### config.mk
export PLATFORM = sky130hd
export DESIGN_NAME = time_ctrl
export DESIGN_NICKNAME = d
export VERILOG_FILES = /design/src/rtl/time_ctrl_pkg.sv /design/src/rtl/btn_debounce.sv /design/src/rtl/time_ctrl.sv
export SDC_FILE = /design/constraint.sdc
export NUM_CORES = 1
export LEC_CHECK = 0
export ABC_AREA = 0
export CAP_MARGIN = 15
export CORE_MARGIN = 2
export CORE_UTILIZATION = 45
export CTS_CLUSTER_DIAMETER = 30
export DETAILED_ROUTE_END_ITERATION = 8
export GPL_ROUTABILITY_DRIVEN = 0
export GPL_TIMING_DRIVEN = 0
export PLACE_DENSITY = 0.58
export SETUP_SLACK_MARGIN = 0.05
export SYNTH_ARGS = -nofsm -noshare
export SYNTH_HDL_FRONTEND = slang
export SYNTH_SLANG_ARGS = --single-unit
### constraint.sdc
create_clock -name clk -period 2.3 [get_ports clk]
set_clock_uncertainty 0.1 [all_clocks]
set_input_delay 0.575 -clock clk [delete_from_list [all_inputs] [get_ports clk]]
set_output_delay 0.575 -clock clk [all_outputs]
set_load 0.005 [all_outputs]
### src/rtl/time_ctrl_pkg.sv
// rtl/time_ctrl_pkg.sv - shared constants and types for the time_ctrl button front-end
package time_ctrl_pkg;

    localparam logic [1:0] MODE_RUN  = 2'b00;
    localparam logic [1:0] MODE_SEC  = 2'b01;
    localparam logic [1:0] MODE_MIN  = 2'b10;
    localparam logic [1:0] MODE_HOUR = 2'b11;

    typedef enum logic [1:0] {
        RPT_IDLE   = 2'd0,
        RPT_HOLD   = 2'd1,
        RPT_REPEAT = 2'd2
    } rpt_state_t;

    // Mode cycles 00 -> 01 -> 10 -> 11 -> 00; the 2-bit wrap does the work.
    function automatic logic [1:0] next_mode(input logic [1:0] m);
        return m + 2'd1;
    endfunction

endpackage

### src/rtl/btn_debounce.sv
// rtl/btn_debounce.sv - 2-FF synchroniser, debouncer and press-edge detector for one button
//
// Ports:
//   clk     system clock, rising edge
//   reset_n asynchronous active-low reset
//   btn     raw asynchronous button level, active-high
//   level   debounced stable level
//   press   one-cycle pulse on a rising edge of level
module btn_debounce
    import time_ctrl_pkg::*;
#(
    parameter int DEBOUNCE = 1_000_000
) (
    input  logic clk,
    input  logic reset_n,
    input  logic btn,
    output logic level,
    output logic press
);

    localparam int CNT_W = (DEBOUNCE > 1) ? $clog2(DEBOUNCE) : 1;
    localparam logic [CNT_W-1:0] CNT_LAST = CNT_W'(DEBOUNCE - 1);

    logic             sync_q1;
    logic             sync_q2;
    logic             level_q;
    logic [CNT_W-1:0] cnt;

    always_ff @(posedge clk or negedge reset_n) begin
        if (!reset_n) begin
            sync_q1 <= 1'b0;
            sync_q2 <= 1'b0;
            level   <= 1'b0;
            level_q <= 1'b0;
            cnt     <= '0;
        end else begin
            sync_q1 <= btn;
            sync_q2 <= sync_q1;
            level_q <= level;
            // Any return to the stable level restarts the stability window.
            if (sync_q2 == level) begin
                cnt <= '0;
            end else if (cnt == CNT_LAST) begin
                level <= sync_q2;
                cnt   <= '0;
            end else begin
                cnt <= cnt + 1'b1;
            end
        end
    end

    // Derived from registers only; the top registers everything it produces from it.
    assign press = level & ~level_q;

endmodule

### src/rtl/time_ctrl.sv
// rtl/time_ctrl.sv - button front-end: debounced mode/run/plus/minus control for the timekeeper
//
// Optional feature macro: TIME_CTRL_AUTO_REPEAT_EN (held plus/minus auto-repeat).
//
// Ports:
//   clk        system clock, rising edge
//   reset_n    asynchronous active-low reset
//   btn_mode   raw button, advances mode
//   btn_run    raw button, toggles enable
//   btn_plus   raw button, increment
//   btn_minus  raw button, decrement
//   mode       00 run, 01 set seconds, 10 set minutes, 11 set hours
//   enable     timekeeper run level
//   plus       one-cycle increment pulse
//   minus      one-cycle decrement pulse
module time_ctrl
    import time_ctrl_pkg::*;
#(
    parameter int DEBOUNCE      = 1_000_000,
    parameter int REPEAT_DELAY  = 25_000_000,
    parameter int REPEAT_PERIOD = 5_000_000
) (
    input  logic       clk,
    input  logic       reset_n,
    input  logic       btn_mode,
    input  logic       btn_run,
    input  logic       btn_plus,
    input  logic       btn_minus,
    output logic [1:0] mode,
    output logic       enable,
    output logic       plus,
    output logic       minus
);

    logic [3:0] btn_raw;
    logic [3:0] lvl;
    logic [3:0] prs;

    assign btn_raw = {btn_minus, btn_plus, btn_run, btn_mode};

    for (genvar i = 0; i < 4; i++) begin : g_btn
        btn_debounce #(.DEBOUNCE(DEBOUNCE)) u_btn_debounce (
            .clk     (clk),
            .reset_n (reset_n),
            .btn     (btn_raw[i]),
            .level   (lvl[i]),
            .press   (prs[i])
        );
    end

    logic mode_press;
    logic run_press;
    logic plus_lvl;
    logic minus_lvl;
    logic plus_ok;
    logic minus_ok;
    logic plus_n;
    logic minus_n;

    assign mode_press = prs[0];
    assign run_press  = prs[1];
    assign plus_lvl   = lvl[2];
    assign minus_lvl  = lvl[3];

    // A press only counts when the opposite key is not already down; this also
    // drops a simultaneous plus+minus press, since both levels are high then.
    assign plus_ok  = prs[2] & ~minus_lvl & (mode != MODE_RUN);
    assign minus_ok = prs[3] & ~plus_lvl  & (mode != MODE_RUN);

    always_ff @(posedge clk or negedge reset_n) begin
        if (!reset_n) begin
            mode   <= MODE_RUN;
            enable <= 1'b1;
            plus   <= 1'b0;
            minus  <= 1'b0;
        end else begin
            if (mode_press) mode <= next_mode(mode);
            if (run_press)  enable <= ~enable;
            plus  <= plus_n;
            minus <= minus_n;
        end
    end

`ifdef TIME_CTRL_AUTO_REPEAT_EN
    localparam int RPT_MAX = (REPEAT_DELAY > REPEAT_PERIOD) ? REPEAT_DELAY : REPEAT_PERIOD;
    localparam int RPT_W   = $clog2(RPT_MAX + 1);

    rpt_state_t       state, state_n;
    logic [RPT_W-1:0] rpt_cnt, rpt_cnt_n;
    logic             dir_minus, dir_minus_n;
    logic             held_lvl;
    logic             opp_lvl;

    always_ff @(posedge clk or negedge reset_n) begin
        if (!reset_n) begin
            state     <= RPT_IDLE;
            rpt_cnt   <= '0;
            dir_minus <= 1'b0;
        end else begin
            state     <= state_n;
            rpt_cnt   <= rpt_cnt_n;
            dir_minus <= dir_minus_n;
        end
    end

    always_comb begin
        state_n     = state;
        rpt_cnt_n   = rpt_cnt;
        dir_minus_n = dir_minus;
        plus_n      = 1'b0;
        minus_n     = 1'b0;
        held_lvl    = dir_minus ? minus_lvl : plus_lvl;
        opp_lvl     = dir_minus ? plus_lvl  : minus_lvl;
        case (state)
            RPT_IDLE: begin
                if (plus_ok || minus_ok) begin
                    plus_n      = plus_ok;
                    minus_n     = minus_ok;
                    dir_minus_n = minus_ok;
                    rpt_cnt_n   = RPT_W'(REPEAT_DELAY - 1);
                    state_n     = RPT_HOLD;
                end
            end
            RPT_HOLD, RPT_REPEAT: begin
                // Cancellation wins over a repeat pulse due in the same cycle.
                if (!held_lvl || mode_press || opp_lvl) begin
                    rpt_cnt_n = '0;
                    state_n   = RPT_IDLE;
                end else if (rpt_cnt == '0) begin
                    plus_n    = ~dir_minus;
                    minus_n   = dir_minus;
                    rpt_cnt_n = RPT_W'(REPEAT_PERIOD - 1);
                    state_n   = RPT_REPEAT;
                end else begin
                    rpt_cnt_n = rpt_cnt - 1'b1;
                end
            end
            default: begin
                rpt_cnt_n = '0;
                state_n   = RPT_IDLE;
            end
        endcase
    end
`else
    always_comb begin
        plus_n  = plus_ok;
        minus_n = minus_ok;
    end
`endif

endmodule

==> summary.md <==
| Metric | Value |
|---|---|
| Synth warn | `0` |
| Clock transition at path regs | `0.09 ns` |
| Top_reg_cell synth | `dfrtp_1` |
| Dpl cell area | `5055 um^2` |
| Total CTS buffers | `9` |
| Min Tclk post-route | `2.077 ns` |
| Gr usage total | `17.21%` |
| CP peak stage delay | `0.52 ns` |
| Setup violators final | `0` |
| Wirelength per Cell | `14.22 um` |
| Congestion Overflow GR | `0` |
| Fraction of layout cells with a size suffix above 1 | `8.300%` |
| Final Hold Fails | `0` |
| Met3 usage | `4.073%` |
| EDFF count, synth | `0` |
| Final Cycle Share | `90.29%` |
| CTS tree | `built` |
| Max-cap violations | `0` |
| Overall Power | `0.003073 W` |
| PortBufs | `10` |
| Layout Nets | `500` |
| Number of DRC markers in iteration 0 | `152` |
| Post-Syn Area | `4760 um^2` |
| RR Startpoint | `g_btn[0].u_btn_debounce.cnt[6]$_DFF_PN0_` |
| R2R depth | `5` |
| Crit path max fanout | `8` |
| Critical Path RT | `2.49 ns` |
| Final WL | `8.960 mm` |
| Initial Util | `46.31%` |
| HP Class | `in2async` |
| Worst skew pair latency | `0.36 ns` |
| Die Ht | `106.8 um` |
| H-tree Lvls | `3` |
| Syn Area/Cell | `10.21 um^2` |
| # diodes | `0` |
| Ys async rst share | `100.0%` |
| Post-Layout Inst Area | `5271 um^2` |
| Crit Path Class | `reg2reg` |
| Worst Tran Pin Value | `0.6585 ns` |
| Flop-to-flop setup slack | `0.22 ns` |
| Worst setup EP type | `flip-flop` |
| Clock buffer depth | `2` |
| Worst slew margin | `56.10%` |
| Core area | `10280 um^2` |
| Largest delay share family, worst path | `simple AND/OR/NAND/NOR gates` |
| First-pass GRT wire length | `15.74 mm` |
| Post-Syn Instances | `466` |
| Seq/Total Area, Yosys | `53.13%` |
| Synth top area cells | `dfrtp_1, xnor2_1, nor2_1` |
| Clock net sink count | `101` |
| Yosys reg bits | `101` |
| Total die area | `11420 um^2` |
| Most Frequent Cell on Critical Path | `or4_1` |
| Final-report max-slew violation count | `0` |
| RSZ-0062 raised after global routing | `false` |
| Cell Chain, Critical Path | `nand4_2 > or4_1 > buf_2 > or4_1 > a21oi_1` |
| GR Util met1 | `23.85%` |
| Fmax | `0.4816 GHz` |
| Via count | `3419` |
| Area growth syn-to-layout | `10.75%` |
| Num rows | `37` |
| Crit-path slowest cell | `or4_1` |
| Vias per cell | `5.427` |
| Cell Pwr Density | `583.0 nW/um^2` |
| Hold_buf cts | `0` |
| Inst Count DP | `613` |
| Die Wd | `106.8 um` |
| DR pass1 iterations | `4` |
| Global route hottest layer | `met2` |
| Crit path buffers/inverters | `1` |
| Post-synth top area share | `52.58%` |
| Largest net degree at the start of global routing | `54` |
| Lkg Pwr | `2.097 nW` |
| HPWL after detailed placement | `6.033 mm` |
| Leading area contributor after synthesis | `dfrtp_1` |
| Nature of the critical path startpoint | `flip-flop` |
| # IOs | `11` |
| Fin cells | `630` |
| DRC Markers | `0` |
| Peak VDD IR | `0.4178 mV` |
| Root Driver | `clkbuf_8` |
| Mapped Nets | `477` |
| Vias in the first global route | `3315` |
| Outcome | `finished, final reports clean` |
| Antenna Violating Nets Remaining | `0` |
| Number of unique standard cell types used by synthesis | `40` |
| CP arrival | `2.26 ns` |
| Met2 GRT Util | `26.89%` |
| Worst reg2reg endpoint | `g_btn[0].u_btn_debounce.cnt[17]$_DFF_PN0_` |
| Initial antenna violation count | `0` |
-- repair_timing --
action	CTS	global route
resized for setup	1	8
buffers inserted	0	1
gates cloned	0	0
pin swaps	0	2
setup endpoints to repair	10	44
-- flip-flops by register name (all words and copies together), names as in the netlist --
| name | cells |
|---|---|
| g_btn.u_btn_debounce.sync_q1 | 4 |
| g_btn.u_btn_debounce.level_q | 4 |
| g_btn.u_btn_debounce.sync_q2 | 4 |
| g_btn.u_btn_debounce.level | 4 |
| g_btn.u_btn_debounce.cnt | 80 |
| enable | 1 |
| plus | 1 |
| mode | 2 |
| minus | 1 |
-- worst register-to-register path: stages, from the launching register on --
cell	delay, ns
dfrtp_1	0.46
nand4_2	0.19
or4_1	0.52
buf_2	0.17
or4_1	0.40
a21oi_1	0.16
-- where the power goes --
group	internal [W]	switching [W]
registers	0.00180	0.0000223
logic	0.0000388	0.0000819
clock network	0.000531	0.000601
-- through the flow --
stage / TNS, ns / hold WS, ns / setup slack [ns] / utilization (%)
2_1_floorplan: 0 / 0.1794 / 0.3839 / -
3_3_place_gp: -326.76 / 0.2348 / -3.254 / 48.94
3_5_place_dp: -0.7551 / 0.2347 / -0.08507 / 49.18
4_1_cts: 0 / 0.1454 / 0.1164 / 51.17
5_1_grt: 0 / 0.1684 / 0.05457 / 51.29
6_report: 0 / 0.1286 / 0.2234 / 51.29
-- area by class of cell --
cell class / instances / area (um^2)
plain buffers: 15 / 71.32
repair buffers: 12 / 132.6
flip-flops and latches: 101 / 2529
fillers: 964 / 5006
well taps: 136 / 170.2
multi-input cells: 337 / 2127
clock buffers: 12 / 145.1
clock inverters: 4 / 47.55
inverters: 13 / 48.80
-- how the worst max path moves through the flow --
| stage | start | cells past startpoint | endpoint |
|---|---|---|---|
| 2_1_floorplan | g_btn[3].u_btn_debounce.cnt[0]$_DFF_PN0_ | 5 | g_btn[3].u_btn_debounce.cnt[10]$_DFF_PN0_ |
| 3_3_place_gp | reset_n | 1 | g_btn[0].u_btn_debounce.cnt[17]$_DFF_PN0_ |
| 3_5_place_dp | g_btn[3].u_btn_debounce.cnt[0]$_DFF_PN0_ | 5 | g_btn[3].u_btn_debounce.cnt[7]$_DFF_PN0_ |
| 4_1_cts | g_btn[2].u_btn_debounce.cnt[2]$_DFF_PN0_ | 6 | g_btn[2].u_btn_debounce.cnt[9]$_DFF_PN0_ |
| 5_1_grt | g_btn[1].u_btn_debounce.cnt[2]$_DFF_PN0_ | 5 | g_btn[1].u_btn_debounce.cnt[14]$_DFF_PN0_ |
| 6_report | g_btn[0].u_btn_debounce.cnt[6]$_DFF_PN0_ | 5 | g_btn[0].u_btn_debounce.cnt[17]$_DFF_PN0_ |
-- routing by layer --
metal	up-vias	part of all wire, %
met2	39	47
met5	-	0
met3	9	2.5
met4	0	1.3
met1	1673	49
li1	1698	-
-- synthesized netlist by cell type, drive strengths merged, types with 10 or more instances --
cell    number
dfrtp      100
nor2        68
nand3       33
xnor2       32
xor2        27
nand2       25
nand4       21
a21oi       19
nor4        18
inv         13
clkbuf      11
nor3        11
or4         11
o21ai       10
-- kinds of logic (layout without fill, tap and decap cells) --
family	count (synthesis)	in the layout	share of synthesized area (%)
adders and majority gates	5	5	1.314
AOI/OAI and AO/OA	41	41	5.205
DFF	101	101	53.13
and+or+nand+nor	227	227	25.89
muxes	5	5	1.183
buffers and inverters	28	56	2.418
xor gates and xnor gates	59	59	10.86
-- layout by cell type (no fill, tap or decap), drive strengths merged, types with 3 or more instances in the layout --
cell type	instances
ha	5
dfrtp	100
nor2	68
or4	11
nor4	18
a21oi	19
and2	3
and4	6
xor2	27
o31ai	8
clkbuf	23
and3	7
inv	13
mux2	5
buf	7
or3	8
o21ai	10
nand3	33
nor3	11
nand2	25
clkdlybuf4s50	9
nand4b	5
nand4	21
xnor2	32
nor4b	3
Power figures use the tool's default switching activity.
